===== src/rtl/spmv_mem_arbiter_pkg.sv =====
// Shared constants for the PE main-memory arbiter.
// Requester indices double as the memory load tag.
package spmv_mem_arbiter_pkg;

  localparam int SPMV_MEM_ADDR_W = 48;
  localparam int SPMV_MEM_DATA_W = 64;
  localparam int SPMV_MEM_TAG_W  = 3;

  localparam int REQ_SPM_CODE  = 0;
  localparam int REQ_SPM_ARG   = 1;
  localparam int REQ_FZIP_CODE = 2;
  localparam int REQ_FZIP_ARG  = 3;
  localparam int REQ_X         = 4;
  localparam int REQ_Y_ST      = 5;

  function automatic int ptr_w(int n);
    return (n > 1) ? $clog2(n) : 1;
  endfunction

endpackage


===== src/rtl/spmv_mem_arbiter_if.sv =====
// PE main-memory port: request, response and backpressure.
// master = arbiter side, slave = memory side.
interface spmv_mem_arbiter_if
  import spmv_mem_arbiter_pkg::*;
#(
  parameter int ADDR_W = SPMV_MEM_ADDR_W,
  parameter int DATA_W = SPMV_MEM_DATA_W,
  parameter int TAG_W  = SPMV_MEM_TAG_W
);
  logic              mem_req_ld;
  logic              mem_req_st;
  logic [ADDR_W-1:0] mem_req_addr;
  logic [DATA_W-1:0] mem_req_d_or_tag;
  logic              mem_req_stall;
  logic              mem_rsp_push;
  logic [TAG_W-1:0]  mem_rsp_tag;
  logic [DATA_W-1:0] mem_rsp_q;
  logic              mem_rsp_stall;

  modport master (
    output mem_req_ld, mem_req_st,
    output mem_req_addr, mem_req_d_or_tag,
    input  mem_req_stall,
    input  mem_rsp_push, mem_rsp_tag,
    input  mem_rsp_q,
    output mem_rsp_stall
  );

  modport slave (
    input  mem_req_ld, mem_req_st,
    input  mem_req_addr, mem_req_d_or_tag,
    output mem_req_stall,
    output mem_rsp_push, mem_rsp_tag,
    output mem_rsp_q,
    input  mem_rsp_stall
  );
endinterface


===== src/rtl/spmv_rr_arbiter.sv =====
// Round-robin picker: first eligible requester at or after rr.
// Pointer advances past the winner; unchanged when nobody wins.
module spmv_rr_arbiter #(
  parameter int NUM_REQ = 6,
  parameter int PTR_W   = (NUM_REQ > 1) ? $clog2(NUM_REQ) : 1
) (
  input  logic [NUM_REQ-1:0] eligible,
  input  logic [PTR_W-1:0]   rr,
  output logic [NUM_REQ-1:0] grant,
  output logic [PTR_W-1:0]   rr_next
);
  localparam logic [PTR_W:0] N_C = (PTR_W+1)'(NUM_REQ);

  logic [PTR_W:0] sum;
  logic           found;

  always_comb begin
    grant   = '0;
    rr_next = rr;
    found   = 1'b0;
    sum     = '0;
    for (int k = 0; k < NUM_REQ; k++) begin
      sum = {1'b0, rr} + (PTR_W+1)'(k);
      if (sum >= N_C) sum = sum - N_C;
      if (!found && eligible[sum[PTR_W-1:0]]) begin
        found = 1'b1;
        grant[sum[PTR_W-1:0]] = 1'b1;
        rr_next = (sum + 1'b1 == N_C) ? '0
                : PTR_W'(sum + 1'b1);
      end
    end
  end
endmodule


===== src/rtl/spmv_mem_arbiter.sv =====
// Shares the PE memory port among stream fetchers with RR
// arbitration, tag-routed responses and per-requester credits.
module spmv_mem_arbiter
  import spmv_mem_arbiter_pkg::*;
#(
  parameter int NUM_REQ = 6,
  parameter int ADDR_W  = SPMV_MEM_ADDR_W,
  parameter int DATA_W  = SPMV_MEM_DATA_W,
  parameter int TAG_W   = SPMV_MEM_TAG_W,
  parameter int MAX_OUT = 16,
  parameter int CNT_W   = 5
) (
  input  logic                      clk,
  input  logic                      rst_n,
  input  logic [NUM_REQ-1:0]        req_ld,
  input  logic [NUM_REQ-1:0]        req_st,
  input  logic [NUM_REQ*ADDR_W-1:0] req_addr,
  input  logic [NUM_REQ*DATA_W-1:0] req_d,
  output logic [NUM_REQ-1:0]        req_stall,
  output logic [NUM_REQ-1:0]        rsp_push,
  output logic [DATA_W-1:0]         rsp_q,
  input  logic [NUM_REQ-1:0]        rsp_stall,
  spmv_mem_arbiter_if.master        mem,
  output logic                      busy,
  output logic                      tag_err
);
  localparam int PTR_W = ptr_w(NUM_REQ);
  localparam logic [CNT_W-1:0] MAX_C = CNT_W'(MAX_OUT);

  logic [PTR_W-1:0]   rr, rr_next;
  logic [CNT_W-1:0]   cnt [NUM_REQ];
  logic [NUM_REQ-1:0] elig, grant;
  logic [NUM_REQ-1:0] gnt_ld, gnt_st;
  logic [NUM_REQ-1:0] rsp_hit, cnt_nz;
  logic [ADDR_W-1:0]  gaddr;
  logic [DATA_W-1:0]  gdata;
  logic               tag_bad;

  always_comb begin
    elig    = '0;
    rsp_hit = '0;
    cnt_nz  = '0;
    gaddr   = '0;
    gdata   = '0;
    for (int i = 0; i < NUM_REQ; i++) begin
      elig[i] = rst_n & ~mem.mem_req_stall
              & ((req_ld[i] & (cnt[i] < MAX_C))
                 | req_st[i]);
      rsp_hit[i] = mem.mem_rsp_push
                 & (mem.mem_rsp_tag == TAG_W'(i));
      cnt_nz[i] = |cnt[i];
      if (grant[i]) begin
        gaddr = req_addr[i*ADDR_W +: ADDR_W];
        gdata = req_st[i] ? req_d[i*DATA_W +: DATA_W]
                          : DATA_W'(i);
      end
    end
  end

  spmv_rr_arbiter #(
    .NUM_REQ (NUM_REQ),
    .PTR_W   (PTR_W)
  ) u_rr (
    .eligible (elig),
    .rr       (rr),
    .grant    (grant),
    .rr_next  (rr_next)
  );

  assign gnt_ld    = grant & req_ld;
  assign gnt_st    = grant & req_st;
  assign req_stall = ~grant;
  assign tag_bad   = mem.mem_rsp_push
                   & (32'(mem.mem_rsp_tag) >= NUM_REQ);

  assign busy = (|cnt_nz) | mem.mem_req_ld | mem.mem_req_st
              | (|(req_ld | req_st));

  always_ff @(posedge clk) begin
    if (!rst_n) begin
      mem.mem_req_ld       <= 1'b0;
      mem.mem_req_st       <= 1'b0;
      mem.mem_req_addr     <= '0;
      mem.mem_req_d_or_tag <= '0;
      mem.mem_rsp_stall    <= 1'b0;
      rsp_push             <= '0;
      rsp_q                <= '0;
      tag_err              <= 1'b0;
      rr                   <= '0;
      for (int i = 0; i < NUM_REQ; i++) cnt[i] <= '0;
    end else begin
      mem.mem_req_ld <= |gnt_ld;
      mem.mem_req_st <= |gnt_st;
      if (|grant) begin
        mem.mem_req_addr     <= gaddr;
        mem.mem_req_d_or_tag <= gdata;
      end
      mem.mem_rsp_stall <= |rsp_stall;
      rsp_push          <= rsp_hit;
      rsp_q             <= mem.mem_rsp_q;
      tag_err           <= tag_err | tag_bad;
      rr                <= rr_next;
      // simultaneous grant and response cancel out
      for (int i = 0; i < NUM_REQ; i++) begin
        if (gnt_ld[i] && !rsp_hit[i])
          cnt[i] <= cnt[i] + 1'b1;
        else if (rsp_hit[i] && !gnt_ld[i] && cnt_nz[i])
          cnt[i] <= cnt[i] - 1'b1;
      end
    end
  end
endmodule


===== src/flat_wrapper.sv =====
// flat-port wrapper written by rule: the top's interface ports become plain ports
module spmv_mem_arbiter_flat import spmv_mem_arbiter_pkg::*;
#(
  parameter int NUM_REQ = 6,
  parameter int ADDR_W  = SPMV_MEM_ADDR_W,
  parameter int DATA_W  = SPMV_MEM_DATA_W,
  parameter int TAG_W   = SPMV_MEM_TAG_W,
  parameter int MAX_OUT = 16,
  parameter int CNT_W   = 5
)
  (clk, rst_n, req_ld, req_st, req_addr, req_d, req_stall, rsp_push, rsp_q, rsp_stall, busy, tag_err, mem_mem_req_ld, mem_mem_req_st, mem_mem_req_addr, mem_mem_req_d_or_tag, mem_mem_req_stall, mem_mem_rsp_push, mem_mem_rsp_tag, mem_mem_rsp_q, mem_mem_rsp_stall);
  spmv_mem_arbiter_if #(.ADDR_W(ADDR_W), .DATA_W(DATA_W), .TAG_W(TAG_W)) mem_i ();
  input  logic clk;
  input  logic rst_n;
  input  logic [NUM_REQ-1:0] req_ld;
  input  logic [NUM_REQ-1:0] req_st;
  input  logic [NUM_REQ*ADDR_W-1:0] req_addr;
  input  logic [NUM_REQ*DATA_W-1:0] req_d;
  output logic [NUM_REQ-1:0] req_stall;
  output logic [NUM_REQ-1:0] rsp_push;
  output logic [DATA_W-1:0] rsp_q;
  input  logic [NUM_REQ-1:0] rsp_stall;
  output logic busy;
  output logic tag_err;
  output wire logic [$bits(mem_i.mem_req_ld)-1:0] mem_mem_req_ld;
  output wire logic [$bits(mem_i.mem_req_st)-1:0] mem_mem_req_st;
  output wire logic [$bits(mem_i.mem_req_addr)-1:0] mem_mem_req_addr;
  output wire logic [$bits(mem_i.mem_req_d_or_tag)-1:0] mem_mem_req_d_or_tag;
  input wire logic [$bits(mem_i.mem_req_stall)-1:0] mem_mem_req_stall;
  input wire logic [$bits(mem_i.mem_rsp_push)-1:0] mem_mem_rsp_push;
  input wire logic [$bits(mem_i.mem_rsp_tag)-1:0] mem_mem_rsp_tag;
  input wire logic [$bits(mem_i.mem_rsp_q)-1:0] mem_mem_rsp_q;
  output wire logic [$bits(mem_i.mem_rsp_stall)-1:0] mem_mem_rsp_stall;
  assign mem_mem_req_ld = mem_i.mem_req_ld;
  assign mem_mem_req_st = mem_i.mem_req_st;
  assign mem_mem_req_addr = mem_i.mem_req_addr;
  assign mem_mem_req_d_or_tag = mem_i.mem_req_d_or_tag;
  assign mem_i.mem_req_stall = mem_mem_req_stall;
  assign mem_i.mem_rsp_push = mem_mem_rsp_push;
  assign mem_i.mem_rsp_tag = mem_mem_rsp_tag;
  assign mem_i.mem_rsp_q = mem_mem_rsp_q;
  assign mem_mem_rsp_stall = mem_i.mem_rsp_stall;
  spmv_mem_arbiter #(.NUM_REQ(NUM_REQ), .ADDR_W(ADDR_W), .DATA_W(DATA_W), .TAG_W(TAG_W), .MAX_OUT(MAX_OUT), .CNT_W(CNT_W)) u_core (.clk(clk), .rst_n(rst_n), .req_ld(req_ld), .req_st(req_st), .req_addr(req_addr), .req_d(req_d), .req_stall(req_stall), .rsp_push(rsp_push), .rsp_q(rsp_q), .rsp_stall(rsp_stall), .mem(mem_i), .busy(busy), .tag_err(tag_err));
endmodule

===== config.mk =====
export PLATFORM = sky130hd
export DESIGN_NAME = spmv_mem_arbiter_flat
export DESIGN_NICKNAME = d
export VERILOG_FILES = /design/src/rtl/spmv_mem_arbiter_pkg.sv /design/src/rtl/spmv_mem_arbiter_if.sv /design/src/rtl/spmv_rr_arbiter.sv /design/src/rtl/spmv_mem_arbiter.sv /design/src/flat_wrapper.sv
export SDC_FILE = /design/constraint.sdc
export NUM_CORES = 1
export LEC_CHECK = 0
export CELL_PAD_IN_SITES_DETAIL_PLACEMENT = 0
export CELL_PAD_IN_SITES_GLOBAL_PLACEMENT = 1
export CORE_AREA = 2 2 375 377
export DETAILED_ROUTE_END_ITERATION = 6
export DIE_AREA = 0 0 377 379
export HOLD_SLACK_MARGIN = 0.1
export PLACE_DENSITY_LB_ADDON = 0.12
export RECOVER_POWER = 100
export SETUP_SLACK_MARGIN = 0.4
export SLEW_MARGIN = 20
export SYNTH_ARGS = -nofsm -noshare
export SYNTH_HDL_FRONTEND = slang
export SYNTH_SLANG_ARGS = --single-unit

===== constraint.sdc =====
create_clock -name clk -period 12.4 [get_ports clk]
set_input_delay 1.24 -clock clk [delete_from_list [all_inputs] [get_ports clk]]
set_output_delay 1.24 -clock clk [all_outputs]
set_load 0.005 [all_outputs]

==> results of run 1 <==
## worst max-delay path by stage
stage / endpoint / start / cells past startpoint / slack [ps]
finish: u_core.mem.mem_req_d_or_tag[37] / rst_n / 14 / 3170
floorplan: u_core.cnt[0][4] / u_core.rr[0] / 19 / 7270
detailed placement: u_core.mem.mem_req_addr[47] / u_core.rr[0] / 19 / 5200
global route: u_core.mem.mem_req_d_or_tag[41] / rst_n / 14 / 2320
CTS: req_stall[1] / u_core.rr[0] / 15 / 4560
global placement: u_core.cnt[0][4] / req_st[5] / 15 / 5250
## metal layers
| layer | wire length, µm | share of wire [%] | GRT usage, % | up-vias |
|---|---|---|---|---|
| li1 | - | - | - | 8638 |
| met1 | 50000 | 37 | 19.2 | 9422 |
| met2 | 68000 | 51 | 32.1 | 950 |
| met3 | 12700 | 9.4 | 6.88 | 235 |
| met4 | 3020 | 2.3 | 3.80 | 64 |
| met5 | 427 | 0.32 | 0 | - |
## stage by stage
step	utilization [%]	instance area (µm²)	total power, mW	instances	hold slack, ps
4_1_cts	19.5	27100	6.04	4507	488
3_3_place_gp	18.6	25800	4.80	4438	463
5_1_grt	19.5	27000	6.20	4513	510
3_5_place_dp	18.6	25800	4.80	4438	471
6_report	19.5	27000	5.78	4525	476
2_1_floorplan	-	14500	3.02	1819	463
## power by group
| group | internal (mW) | switching [mW] | total (mW) |
|---|---|---|---|
| clock | 0.714 | 0.454 | 1.17 |
| sequential | 0.912 | 0.101 | 1.01 |
| combinational | 1.26 | 2.34 | 3.60 |
| total | 2.89 | 2.89 | 5.78 |
## critical path, cell delays in order
cell and delay [ps]:
sky130_fd_sc_hd__clkbuf_1 2350, sky130_fd_sc_hd__nand2b_1 680, sky130_fd_sc_hd__or4_1 670, sky130_fd_sc_hd__nand3_1 210, sky130_fd_sc_hd__o2111ai_1 150, sky130_fd_sc_hd__o211ai_1 210, sky130_fd_sc_hd__a31o_1 640, sky130_fd_sc_hd__inv_1 200
sky130_fd_sc_hd__nand3_1 200, sky130_fd_sc_hd__nor2_4 40, sky130_fd_sc_hd__clkbuf_2 1020, sky130_fd_sc_hd__a21oi_4 1110, sky130_fd_sc_hd__buf_4 640, sky130_fd_sc_hd__a31oi_1 160
## kinds of logic (layout without fill, tap and decap cells)
logic type | Yosys count | after routing | synth area share (%)
flops | 219 | 219 | 32.3
fa+ha+maj | 49 | 49 | 4.54
mux | 3 | 3 | 0.233
other cells | 0 | 18 | 0
xor+xnor | 21 | 21 | 1.45
buf+inv | 202 | 1083 | 6.42
compound gates | 553 | 553 | 29.9
simple gates | 772 | 772 | 25.1
## final cells by class
type	instances	area (µm²)	share of cell area [%]
antenna	18	45.0	0.167
clock buffer	60	1140	4.21
clock inverter	9	164	0.606
inverter	35	134	0.495
multi-input combinational	1398	8890	32.9
sequential	219	4680	17.3
tap	1807	2260	8.36
timing repair buffer	979	9730	36.0
## registers in the layout, summed over array words and instances (netlist names)
register / cells
u_core.mem.mem_req_ld: 1
u_core.rsp_q: 64
u_core.mem.mem_req_st: 1
u_core.mem.mem_rsp_stall: 1
u_core.cnt: 30
u_core.mem.mem_req_addr: 48
u_core.rsp_push: 6
u_core.mem.mem_req_d_or_tag: 64
u_core.tag_err: 1
u_core.rr: 3
## cells in the final DEF, fill, tap and decap left out, types with 30 or more instances in the layout
master                              n
sky130_fd_sc_hd__and3_1            53
sky130_fd_sc_hd__clkbuf_16         41
sky130_fd_sc_hd__and2_0            40
sky130_fd_sc_hd__nor2_1           108
sky130_fd_sc_hd__dfxtp_1          189
sky130_fd_sc_hd__nand2_1          368
sky130_fd_sc_hd__a22o_1            63
sky130_fd_sc_hd__a21oi_1           39
sky130_fd_sc_hd__o221ai_1          51
sky130_fd_sc_hd__a222oi_1          61
sky130_fd_sc_hd__clkdlybuf4s50_1  758
sky130_fd_sc_hd__a221oi_1          51
sky130_fd_sc_hd__o211ai_1          64
sky130_fd_sc_hd__ha_1              43
sky130_fd_sc_hd__edfxtp_1          30
sky130_fd_sc_hd__dlygate4sd3_1    193
sky130_fd_sc_hd__a31oi_1          118
sky130_fd_sc_hd__nand3_1           68
==> PnR_summary.wiki, run 1 <==
{| class="wikitable"
! Metric !! Value
|-
| Total via count after detailed routing || 19,309
|-
| Post-synth top area cell || sky130_fd_sc_hd__dfxtp_1
|-
| Later-pin clock latency in the skew report || 590 ps
|-
| Count of endpoints failing hold in the final timing report || 0
|-
| Hold path endpoint || u_core.tag_err
|-
| Most repeated cell in the gate-level netlist after synthesis || sky130_fd_sc_hd__nand2_1
|-
| Antenna violations before repair || 86
|-
| Maximum number of pins on one net before global-route repair || about 120
|-
| Share of post-route cells with drive strength above 1 || 4.48%
|-
| Most area-consuming cells after synthesis || sky130_fd_sc_hd__dfxtp_1, sky130_fd_sc_hd__nand2_1, sky130_fd_sc_hd__edfxtp_1
|-
| Die outline width || 377 µm
|-
| Dominant register cell in the synthesized netlist || sky130_fd_sc_hd__dfxtp_1
|-
| Post-synthesis register bit count || about 220
|-
| Max Fanout on Critical Path || 63
|-
| Number of buffers on the longest clock path || 3
|-
| Reg2Reg Setup Slack || 4310 ps
|-
| Library cells used by synthesis || 92
|-
| Most common library cells after synthesis || sky130_fd_sc_hd__nand2_1, sky130_fd_sc_hd__dfxtp_1, sky130_fd_sc_hd__a31oi_1
|-
| Detailed router's first-iteration violation count || 1,363
|-
| Global-route total usage across every layer || 17.7%
|-
| Pin slew with the least headroom to its limit || 3980 ps
|-
| TritonCTS clock tree || done
|-
| Final critical delay including setup and external delays || 9230 ps
|-
| Final setup fails || 0
|-
| Standby leakage power || 9.82 nW
|-
| Core ar. || 0.139 mm²
|-
| Vias in the first global route || 19,328
|-
| DRT Pass-1 Iters || 7
|-
| Critical path startpoint category || primary input
|-
| # port buffers || 953
|-
| Fin Setup TNS || 0 ps
|-
| Routability Congestion || 0.863
|-
| Number of enable-type register cells in the synthesized netlist || 30
|-
| RSZ-0062 raised after global routing || false
|-
| Clock H-tree levels || 2
|-
| Final routed DRC violation total || 18
|-
| Required time of the critical path || 12,810 ps
|-
| FF-to-FF path depth || 16
|-
| Violated checks || DRC, capacitance limit, slew limit
|-
| Net count after synthesis || between 2,000 and 3,000
|-
| PostCTS Resize Cnt || 0
|-
| Total die area || 0.143 mm²
|-
| Worst setup EP type || register
|-
| Arr. time, crit path || about 9600 ps
|-
| Slew Limit Fails || 273
|-
| Fraction of the yosys area taken by sequential cells || 32.3%
|-
| Post-DR wirelength/cell || 29.6 µm
|-
| Clock buffer count from CTS || 39
|-
| Critical setup path kind || primary input to register
|-
| CTS Sinks || approximately 220
|-
| Minimum setup slack in the final design || 3170 ps
|-
| Max rail drop VDD || between 0.00015 and 0.0002 V
|-
| Setup clock skew after layout || 45.3 ps
|-
| Site Rows || roughly 140
|-
| Final WL || approximately 130,000 µm
|-
| Hold-fix buffers at CTS || 0
|-
| Worst setup timing slack at the placement stage || 5200 ps
|-
| Classification of the worst-slack hold path || register to register
|-
| Period Utilization, post-route || between 70% and 80%
|-
| Hold Path Origin || u_core.tag_err
|-
| Reg-to-reg critical path endpoint || u_core.mem.mem_req_d_or_tag[37]
|-
| Worst rel slew slack || -165%
|-
| Netlist area before placement || 0.0145 mm²
|-
| Average cell area after synthesis || 7.97 µm²
|-
| Fillers || 15,575
|-
| Relative area change from synthesis to final layout || 86.6%
|-
| Achievable Freq || 0.108 GHz
|-
| Global-route wire length before repair || 174,000 µm
|-
| Chip height || 379 µm
|-
| Number of synthesis warnings || 0
|-
| CTS Root Buffer Type || sky130_fd_sc_hd__clkbuf_16
|-
| Reg2Reg Launch Point || u_core.rr[2]
|-
| Max-capacitance violation count || 6
|-
| Nets@finish || 3,482
|-
| Proportion of netlist area held by the largest area contributor || 26.1%
|-
| Remaining number of nets flagged by the antenna check after routing || 0
|-
| Count of boundary I/O pins || 954
|-
| DR vias/cell || 4.27
|-
| DPL Wire Length || about 100,000 µm
|-
| Number of buffers inserted to repair setup after CTS || 0
|-
| Asr flop ratio synth || 0%
|-
| Initial cell density of the core || 10.4%
|-
| Count of mapped cells out of synthesis || 1,819
|-
| Run status || finished, violations left
|-
| Power Density || 214 mW/mm²
|-
| Overall overflow remaining after global route || 0
|-
| Register clock-pin slew on the reported worst setup and hold paths || 50 ps
|-
| Depth of the worst hold-timing path || 2
|}
(Power assumes the default switching activity.)
==> inputs of run 2 (changes only) <==
--- a/config.mk
+++ b/config.mk
@@ -7,9 +7,9 @@
 export LEC_CHECK = 0
 export CELL_PAD_IN_SITES_DETAIL_PLACEMENT = 0
 export CELL_PAD_IN_SITES_GLOBAL_PLACEMENT = 1
-export CORE_AREA = 2 2 375 377
+export CORE_AREA = 2 2 368 370
 export DETAILED_ROUTE_END_ITERATION = 6
-export DIE_AREA = 0 0 377 379
+export DIE_AREA = 0 0 370 372
 export HOLD_SLACK_MARGIN = 0.1
 export PLACE_DENSITY_LB_ADDON = 0.12
 export RECOVER_POWER = 100
==> constraint.sdc (replaced) <==
create_clock -name clk -period 8.8 [get_ports clk]
set_input_delay 0.88 -clock clk [delete_from_list [all_inputs] [get_ports clk]]
set_output_delay 0.88 -clock clk [all_outputs]
set_load 0.005 [all_outputs]
==> run 2 against run 1 <==
The run still ends with DRC, capacitance limit, slew limit left. Global-route usage grew 0.24 points. Total power increased by 40%. Wire length decreased by 2.8%. Sequential power up 42%. Largest cell class unchanged. Non-clock buffer count is 3 lower. Worst hold slack better by 15 ps. Largest power group unchanged. Die area decreased by 3.7%. Via count is 0.81% lower. Flip-flop and latch count unchanged.
==> PnR_summary.wiki, run 2 (synthesized netlist as in run 1, its figures left out) <==
{| class="wikitable"
! Metric !! Value
|-
| Global-route wire length before repair || 171,000 µm (was 174,000 µm)
|-
| Max rail drop VDD || 0.000561 V (was 0.000195 V)
|-
| Maximum number of pins on one net before global-route repair || 113 (was 122)
|-
| Overall overflow remaining after global route || 0 (unchanged)
|-
| Multi-input gate area || 0.00890 mm² (was 0.00889 mm²)
|-
| Pin slew with the least headroom to its limit || 2860 ps (was 3980 ps)
|-
| Biggest regs || u_core.mem.mem_req_d_or_tag: 64 flops, u_core.rsp_q: 64 flops, u_core.mem.mem_req_addr: 48 flops (unchanged)
|-
| Later-pin clock latency in the skew report || 590 ps (about the same)
|-
| Post-DR wirelength/cell || 29.0 µm (was 29.6 µm)
|-
| # port buffers || 953 (unchanged)
|-
| Post-route standard cell area excluding fillers || 0.0271 mm² (was 0.0270 mm²)
|-
| CTS Sinks || 219 (unchanged)
|-
| Max Fanout on Critical Path || 112 (was 63)
|-
| Net Sw Frac || 49.5% (was 50.0%)
|-
| DR vias/cell || 4.26 (was 4.27)
|-
| Final critical delay including setup and external delays || around 7500 ps
|-
| Clock share of power || 20.7% (was 20.2%)
|-
| Number of placed instances, taps included || 4,409 (was 4,438)
|-
| Post-place instance area || 0.0257 mm² (was 0.0258 mm²)
|-
| Chip height || 372 µm (was 379 µm)
|-
| Violated checks || DRC, capacitance limit, slew limit (unchanged)
|-
| RSZ-0062 raised after global routing || false (unchanged)
|-
| Cell with the largest stage delay on the worst path || sky130_fd_sc_hd__clkbuf_4 (was sky130_fd_sc_hd__clkbuf_1)
|-
| Classification of the worst-slack hold path || register to register (unchanged)
|-
| Sequential cell area || 0.00468 mm² (unchanged)
|-
| Standby leakage power || 9.84 nW (was 9.82 nW)
|-
| Final routed DRC violation total || 2 (was 18)
|-
| Achievable Freq || 0.134 GHz
|-
| PostCTS Resize Cnt || 0 (unchanged)
|-
| Vias in the first global route || 19,517 (was 19,328)
|-
| Fin Setup TNS || 0 ps (unchanged)
|-
| Commonest non-fill, non-tap cells in the layout || sky130_fd_sc_hd__clkdlybuf4s50_1, sky130_fd_sc_hd__nand2_1, sky130_fd_sc_hd__dlygate4sd3_1 (unchanged)
|-
| Largest stage delay on the critical path || 1260 ps (was 2350 ps)
|-
| Internal power || 4.09 mW (was 2.89 mW)
|-
| Total die area || 0.138 mm² (was 0.143 mm²)
|-
| Hold-fix buffers at CTS || 0 (unchanged)
|-
| Hold Path Origin || u_core.mem.mem_req_d_or_tag[2] (was u_core.tag_err)
|-
| Core ar. || 0.134 mm² (was 0.139 mm²)
|-
| Number of buffers inserted to repair setup after CTS || 0 (unchanged)
|-
| Final WL || 130,000 µm (was 134,000 µm)
|-
| Total via count after detailed routing || 19,152 (was 19,309)
|-
| Period Utilization, post-route || a little over four fifths
|-
| Routability Congestion || 0.858 (was 0.863)
|-
| Remaining number of nets flagged by the antenna check after routing || 0 (unchanged)
|-
| Setup clock skew after layout || 19.6 ps (was 45.3 ps)
|-
| Antenna violations before repair || 96 (was 86)
|-
| Reg2Reg Launch Point || u_core.rr[2] (unchanged)
|-
| Site Rows || 135 (was 137)
|-
| Critical Path Start || u_core.rr[2] (was rst_n)
|-
| DRT Pass-1 Iters || 7 (unchanged)
|-
| Worst rel slew slack || -90.9% (was -165%)
|-
| Critical path startpoint category || register (was primary input)
|-
| Required time of the critical path || 9160 ps (was 12,810 ps)
|-
| Run status || finished, violations left (unchanged)
|-
| Count of boundary I/O pins || 954 (unchanged)
|-
| Final hold slack || 491 ps (was 476 ps)
|-
| Worst setup EP type || register (unchanged)
|-
| Arr. time, crit path || 7830 ps (was 9640 ps)
|-
| Most used cell along the critical path || sky130_fd_sc_hd__ha_1 (was sky130_fd_sc_hd__nand3_1)
|-
| Power share of the sequential group || 17.6% (was 17.5%)
|-
| Share of post-route cells with drive strength above 1 || 4.63% (was 4.48%)
|-
| Max-capacitance violation count || 6 (unchanged)
|-
| Register clock-pin slew on the reported worst setup and hold paths || 60 ps (was 50 ps)
|-
| Most common cell after layout, fill and taps aside || sky130_fd_sc_hd__clkdlybuf4s50_1 (unchanged)
|-
| DPL Wire Length || 103,000 µm (was 105,000 µm)
|-
| Slew Limit Fails || 264 (was 273)
|-
| Number of buffers on the longest clock path || 3 (unchanged)
|-
| Power Density || 300 mW/mm² (was 214 mW/mm²)
|-
| Clock H-tree levels || 2 (unchanged)
|-
| TritonCTS clock tree || done (unchanged)
|-
| Comb pwr share || 61.7% (was 62.3%)
|-
| Final setup fails || 0 (unchanged)
|-
| Initial cell density of the core || 10.8% (was 10.4%)
|-
| Fillers || 15,004 (was 15,575)
|-
| Relative area change from synthesis to final layout || 86.7% (was 86.6%)
|-
| Count of endpoints failing hold in the final timing report || 0 (unchanged)
|-
| Global-route total usage across every layer || 17.9% (was 17.7%)
|-
| Detailed router's first-iteration violation count || 1,422 (was 1,363)
|-
| CTS Root Buffer Type || sky130_fd_sc_hd__clkbuf_16 (unchanged)
|-
| Post-route non-filler standard cell count || 4,501 (was 4,525)
|-
| Net switching power of the design || 4.01 mW (was 2.89 mW)
|-
| Clock buffer count from CTS || 40 (was 39)
|-
| Die outline width || 370 µm (was 377 µm)
|-
| Nets@finish || 3,480 (was 3,482)
|-
| Critical setup path kind || register to register (was primary input to register)
|-
| Cells along the critical path || ha_1 > ha_1 > or2_0 > o22ai_1 > and3_1 > o21ai_0 > nand4_4 > nor4_1 > nor2_1 > o21ai_4 > inv_1 > nand4_1 > clkbuf_4 > o221ai_1 (was clkbuf_1 > nand2b_1 > or4_1 > nand3_1 > o2111ai_1 > o211ai_1 > a31o_1 > inv_1 > nand3_1 > nor2_4 > clkbuf_2 > a21oi_4 > buf_4 > a31oi_1)
|}
[run 2: changes by cell type in the layout (fill, tap and decap cells not counted), moves of 3 or more]
cell	delta
sky130_fd_sc_hd__and2_0	-6
sky130_fd_sc_hd__and2_1	+6
sky130_fd_sc_hd__buf_4	-4
sky130_fd_sc_hd__clkbuf_1	-3
sky130_fd_sc_hd__clkdlybuf4s50_1	-8
sky130_fd_sc_hd__clkinv_2	+5
sky130_fd_sc_hd__dlygate4sd3_1	+8
[run 2: area by class of cell]
cell class                 instances  share of cell area, %
multi-input combinational       1398                   32.9
timing repair buffer             976                   35.9
clock inverter                    19                  0.967
antenna                           19                  0.176
sequential                       219                   17.3
clock buffer                      54                   4.05
tap                             1781                   8.24
inverter                          35                  0.486
[run 2: power by group through the flow]
stage | clock network [mW] | registers [mW] | logic, mW
after floorplan | 0 | 1.43 | 2.84
after global placement | 0 | 1.45 | 5.24
after detailed placement | 0 | 1.45 | 5.27
after CTS | 1.76 | 1.44 | 5.28
after global routing | 1.79 | 1.46 | 5.46
final | 1.68 | 1.43 | 5.00
[run 2: final timing paths]
path                                                  endpoint  slack (ps)  cells past startpoint
worst min register to register  u_core.mem.mem_req_d_or_tag[2]         490                      2
worst max register to register     u_core.mem.mem_req_addr[23]        1340                     14
worst min-delay path            u_core.mem.mem_req_d_or_tag[2]         490                      2
worst max-delay path               u_core.mem.mem_req_addr[23]        1340                     14
[run 2: layer usage]
layer	wire length, µm	part of all wire, %	GRT usage [%]
met1	48600	37	19.4
met2	65800	50	32.3
met3	11800	9.1	6.66
met4	3690	2.8	5.04
met5	420	0.32	0
[run 2: worst max-delay path: cells and delay by family, from the launching register on]
family | cells | cell delay [ps]
fa+ha+maj | 2 | 1130
flops | 1 | 730
simple gates | 6 | 1740
buf+inv | 2 | 1620
compound gates | 4 | 1700
[run 2: metrics by stage]
step / setup WS (ps) / power, mW / util, %
6_report: 1340 / 8.11 / 20.1
5_1_grt: 873 / 8.71 / 20.1
4_1_cts: 1890 / 8.49 / 20.2
3_5_place_dp: 2240 / 6.72 / 19.2
3_3_place_gp: 2170 / 6.69 / 19.2
2_1_floorplan: 3670 / 4.26 / -
==> inputs of run 3 (changes only) <==
==> constraint.sdc (replaced) <==
create_clock -name clk -period 7.4 [get_ports clk]
set_input_delay 0.74 -clock clk [delete_from_list [all_inputs] [get_ports clk]]
set_output_delay 0.74 -clock clk [all_outputs]
set_load 0.005 [all_outputs]
==> run 3 against run 2 <==
The run ends with capacitance limit, slew limit left. Flip-flop and latch count did not move. Critical path depth fell by 2. Global-route usage rose by 0.11 points. Cell area rose by 0.50%. Via count barely moved. Worst hold slack improved by 8.0 ps. Sequential power rose by 19%. Sequential share of layout area fell by 0.086 points. Critical endpoint is now req_stall[1]. Highest routed layer unchanged.
==> PnR_summary.wiki, run 3 (synthesized netlist as in run 1, its figures left out) <==
{| class="wikitable"
! Metric !! Value
|-
| Global-route total usage across every layer || 18.0% (was 17.9%)
|-
| RSZ-0062 raised after global routing || false (unchanged)
|-
| Share of post-route cells with drive strength above 1 || 5.20% (was 4.63%)
|-
| Global-route wire length before repair || 171,000 µm (about the same)
|-
| Post-DR wirelength/cell || 29.1 µm (was 29.0 µm)
|-
| Number of buffers inserted to repair setup after CTS || 0 (unchanged)
|-
| Run status || finished, violations left (unchanged)
|-
| DRT Pass-1 Iters || 6 (was 7)
|-
| Total die area || 0.138 mm² (unchanged)
|-
| Net switching power of the design || 4.79 mW (was 4.01 mW)
|-
| Most common cell after layout, fill and taps aside || sky130_fd_sc_hd__clkdlybuf4s50_1 (unchanged)
|-
| Achievable Freq || 0.153 GHz
|-
| Critical path startpoint category || register (unchanged)
|-
| Sequential cell area || 0.00468 mm² (unchanged)
|-
| Max rail drop VDD || 0.000439 V (was 0.000561 V)
|-
| Antenna violations before repair || 93 (was 96)
|-
| Reg-to-reg critical path endpoint || u_core.cnt[0][14] (was u_core.mem.mem_req_addr[23])
|-
| Final WL || 131,000 µm (was 130,000 µm)
|-
| Violated checks || capacitance limit, slew limit (was DRC, capacitance limit, slew limit)
|-
| Setup clock skew after layout || 25.2 ps (was 19.6 ps)
|-
| Overall overflow remaining after global route || 0 (unchanged)
|-
| Comb pwr share || 62.7% (was 61.7%)
|-
| Worst setup timing slack at the placement stage || 1430 ps (was 2240 ps)
|-
| Core ar. || 0.134 mm² (unchanged)
|-
| # port buffers || 953 (unchanged)
|-
| Remaining number of nets flagged by the antenna check after routing || 0 (unchanged)
|-
| Hold-fix buffers at CTS || 0 (unchanged)
|-
| CTS Root Buffer Type || sky130_fd_sc_hd__clkbuf_16 (unchanged)
|-
| Final critical delay including setup and external delays || 6530 ps
|-
| Nets@finish || 3,494 (was 3,480)
|-
| Detailed router's first-iteration violation count || 1,483 (was 1,422)
|-
| CTS Sinks || 219 (unchanged)
|-
| FF-to-FF path depth || 18 (was 14)
|-
| Biggest regs || u_core.mem.mem_req_d_or_tag: 64 flops, u_core.rsp_q: 64 flops, u_core.mem.mem_req_addr: 48 flops (unchanged)
|-
| Final setup fails || 0 (unchanged)
|-
| Critical Path Start || u_core.rr[1] (was u_core.rr[2])
|-
| Internal power || 4.89 mW (was 4.09 mW)
|-
| Critical setup path kind || register to output port (was register to register)
|-
| Classification of the worst-slack hold path || register to register (unchanged)
|-
| DPL Wire Length || 105,000 µm (was 103,000 µm)
|-
| Power share of the sequential group || 17.6% (about the same)
|-
| Maximum number of pins on one net before global-route repair || 68 (was 113)
|-
| Worst rel slew slack || -156% (was -90.9%)
|-
| Total power || 9.68 mW (was 8.11 mW)
|-
| Register clock-pin slew on the reported worst setup and hold paths || 50 ps (was 60 ps)
|-
| Site Rows || 135 (unchanged)
|-
| Fillers || 14,991 (was 15,004)
|-
| Clock H-tree levels || 2 (unchanged)
|-
| Max Fanout on Critical Path || 30 (was 112)
|-
| Final routed DRC violation total || 0 (was 2)
|-
| Max-capacitance violation count || 5 (was 6)
|-
| Clock buffer count from CTS || 38 (was 40)
|-
| Initial cell density of the core || 10.8% (unchanged)
|-
| Total via count after detailed routing || 19,168 (was 19,152)
|-
| Fin Setup TNS || 0 ps (unchanged)
|-
| Net Sw Frac || 49.5% (about the same)
|-
| Commonest non-fill, non-tap cells in the layout || sky130_fd_sc_hd__clkdlybuf4s50_1, sky130_fd_sc_hd__nand2_1, sky130_fd_sc_hd__dlygate4sd3_1 (unchanged)
|-
| Pin slew with the least headroom to its limit || 3840 ps (was 2860 ps)
|-
| Die outline width || 370 µm (unchanged)
|-
| Vias in the first global route || 19,161 (was 19,517)
|-
| Post-route non-filler standard cell count || 4,513 (was 4,501)
|-
| TritonCTS clock tree || done (unchanged)
|-
| DR vias/cell || 4.25 (was 4.26)
|-
| Minimum setup slack in the final design || 869 ps (was 1340 ps)
|-
| Later-pin clock latency in the skew report || 600 ps (was 590 ps)
|-
| Worst setup EP type || output port (was register)
|-
| Routability Congestion || 0.863 (was 0.858)
|-
| Power Density || 356 mW/mm² (was 300 mW/mm²)
|-
| Setup crit end || req_stall[1] (was u_core.mem.mem_req_addr[23])
|-
| Period Utilization, post-route || about nine tenths
|-
| Count of endpoints failing hold in the final timing report || 0 (unchanged)
|-
| Reg2Reg Setup Slack || 910 ps (was 1340 ps)
|-
| Slew Limit Fails || 256 (was 264)
|-
| Standby leakage power || 9.92 nW (was 9.84 nW)
|-
| Arr. time, crit path || 5790 ps (was 7830 ps)
|-
| Multi-input gate area || 0.00893 mm² (was 0.00890 mm²)
|-
| Count of boundary I/O pins || 954 (unchanged)
|-
| PostCTS Resize Cnt || 0 (unchanged)
|-
| Number of placed instances, taps included || 4,425 (was 4,409)
|-
| Reg2Reg Launch Point || u_core.rr[1] (was u_core.rr[2])
|-
| Required time of the critical path || 6660 ps (was 9160 ps)
|-
| Chip height || 372 µm (unchanged)
|-
| Number of buffers on the longest clock path || 3 (unchanged)
|-
| Clock share of power || 19.7% (was 20.7%)
|-
| Relative area change from synthesis to final layout || 87.6% (was 86.7%)
|}
-- run 3: layout make-up --
class                      count  area share, %
sequential                   219           17.2
clock inverter                13          0.727
antenna                       22          0.202
multi-input combinational   1398           32.8
timing repair buffer         992           36.4
inverter                      35          0.492
clock buffer                  53           3.97
tap                         1781           8.20
-- run 3: worst min path at each step --
stage | from | endpoint | slack, ps | depth (start not counted)
4_1_cts | u_core.tag_err | u_core.tag_err | 510 | 2
3_3_place_gp | u_core.tag_err | u_core.tag_err | 480 | 2
3_5_place_dp | u_core.tag_err | u_core.tag_err | 490 | 2
2_1_floorplan | u_core.mem.mem_req_d_or_tag[2] | u_core.mem.mem_req_d_or_tag[2] | 460 | 2
6_report | u_core.tag_err | u_core.tag_err | 500 | 2
5_1_grt | u_core.mem.mem_req_addr[17] | u_core.mem.mem_req_addr[17] | 530 | 2
-- run 3: stage by stage --
step	util, %	cell area, µm²	hold WS, ps
6_report	20.2	27200	499
4_1_cts	20.3	27200	513
5_1_grt	20.2	27200	531
3_3_place_gp	19.3	25900	481
3_5_place_dp	19.3	25900	491
2_1_floorplan	-	14500	463
-- run 3: power by group through the flow --
| stage | clock [mW] | combinational (mW) | sequential, mW |
|---|---|---|---|
| floorplan | 0 | 3.37 | 1.69 |
| global placement | 0 | 6.37 | 1.73 |
| detailed placement | 0 | 6.37 | 1.74 |
| CTS | 2.01 | 6.38 | 1.72 |
| global route | 2.03 | 6.62 | 1.73 |
| finish | 1.91 | 6.08 | 1.70 |
-- run 3: metal layers --
metal	GRT usage, %	vias up	share of wire [%]
li1	-	8654	-
met1	19.2	9254	36
met2	32.7	972	51
met3	7.18	224	9.9
met4	4.87	64	2.5
met5	0	-	0.31
-- run 3: worst max-delay path, cell delays in order, from the launching register on --
cell and delay [ps]:
sky130_fd_sc_hd__dfxtp_1 520, sky130_fd_sc_hd__inv_1 210, sky130_fd_sc_hd__ha_1 590, sky130_fd_sc_hd__ha_1 340, sky130_fd_sc_hd__nor3b_1 200, sky130_fd_sc_hd__a31oi_1 90
sky130_fd_sc_hd__a221oi_1 820, sky130_fd_sc_hd__nor3_4 140, sky130_fd_sc_hd__and3_1 260, sky130_fd_sc_hd__a21oi_1 440, sky130_fd_sc_hd__nand3_4 240, sky130_fd_sc_hd__inv_2 630
sky130_fd_sc_hd__dlygate4sd3_1 670
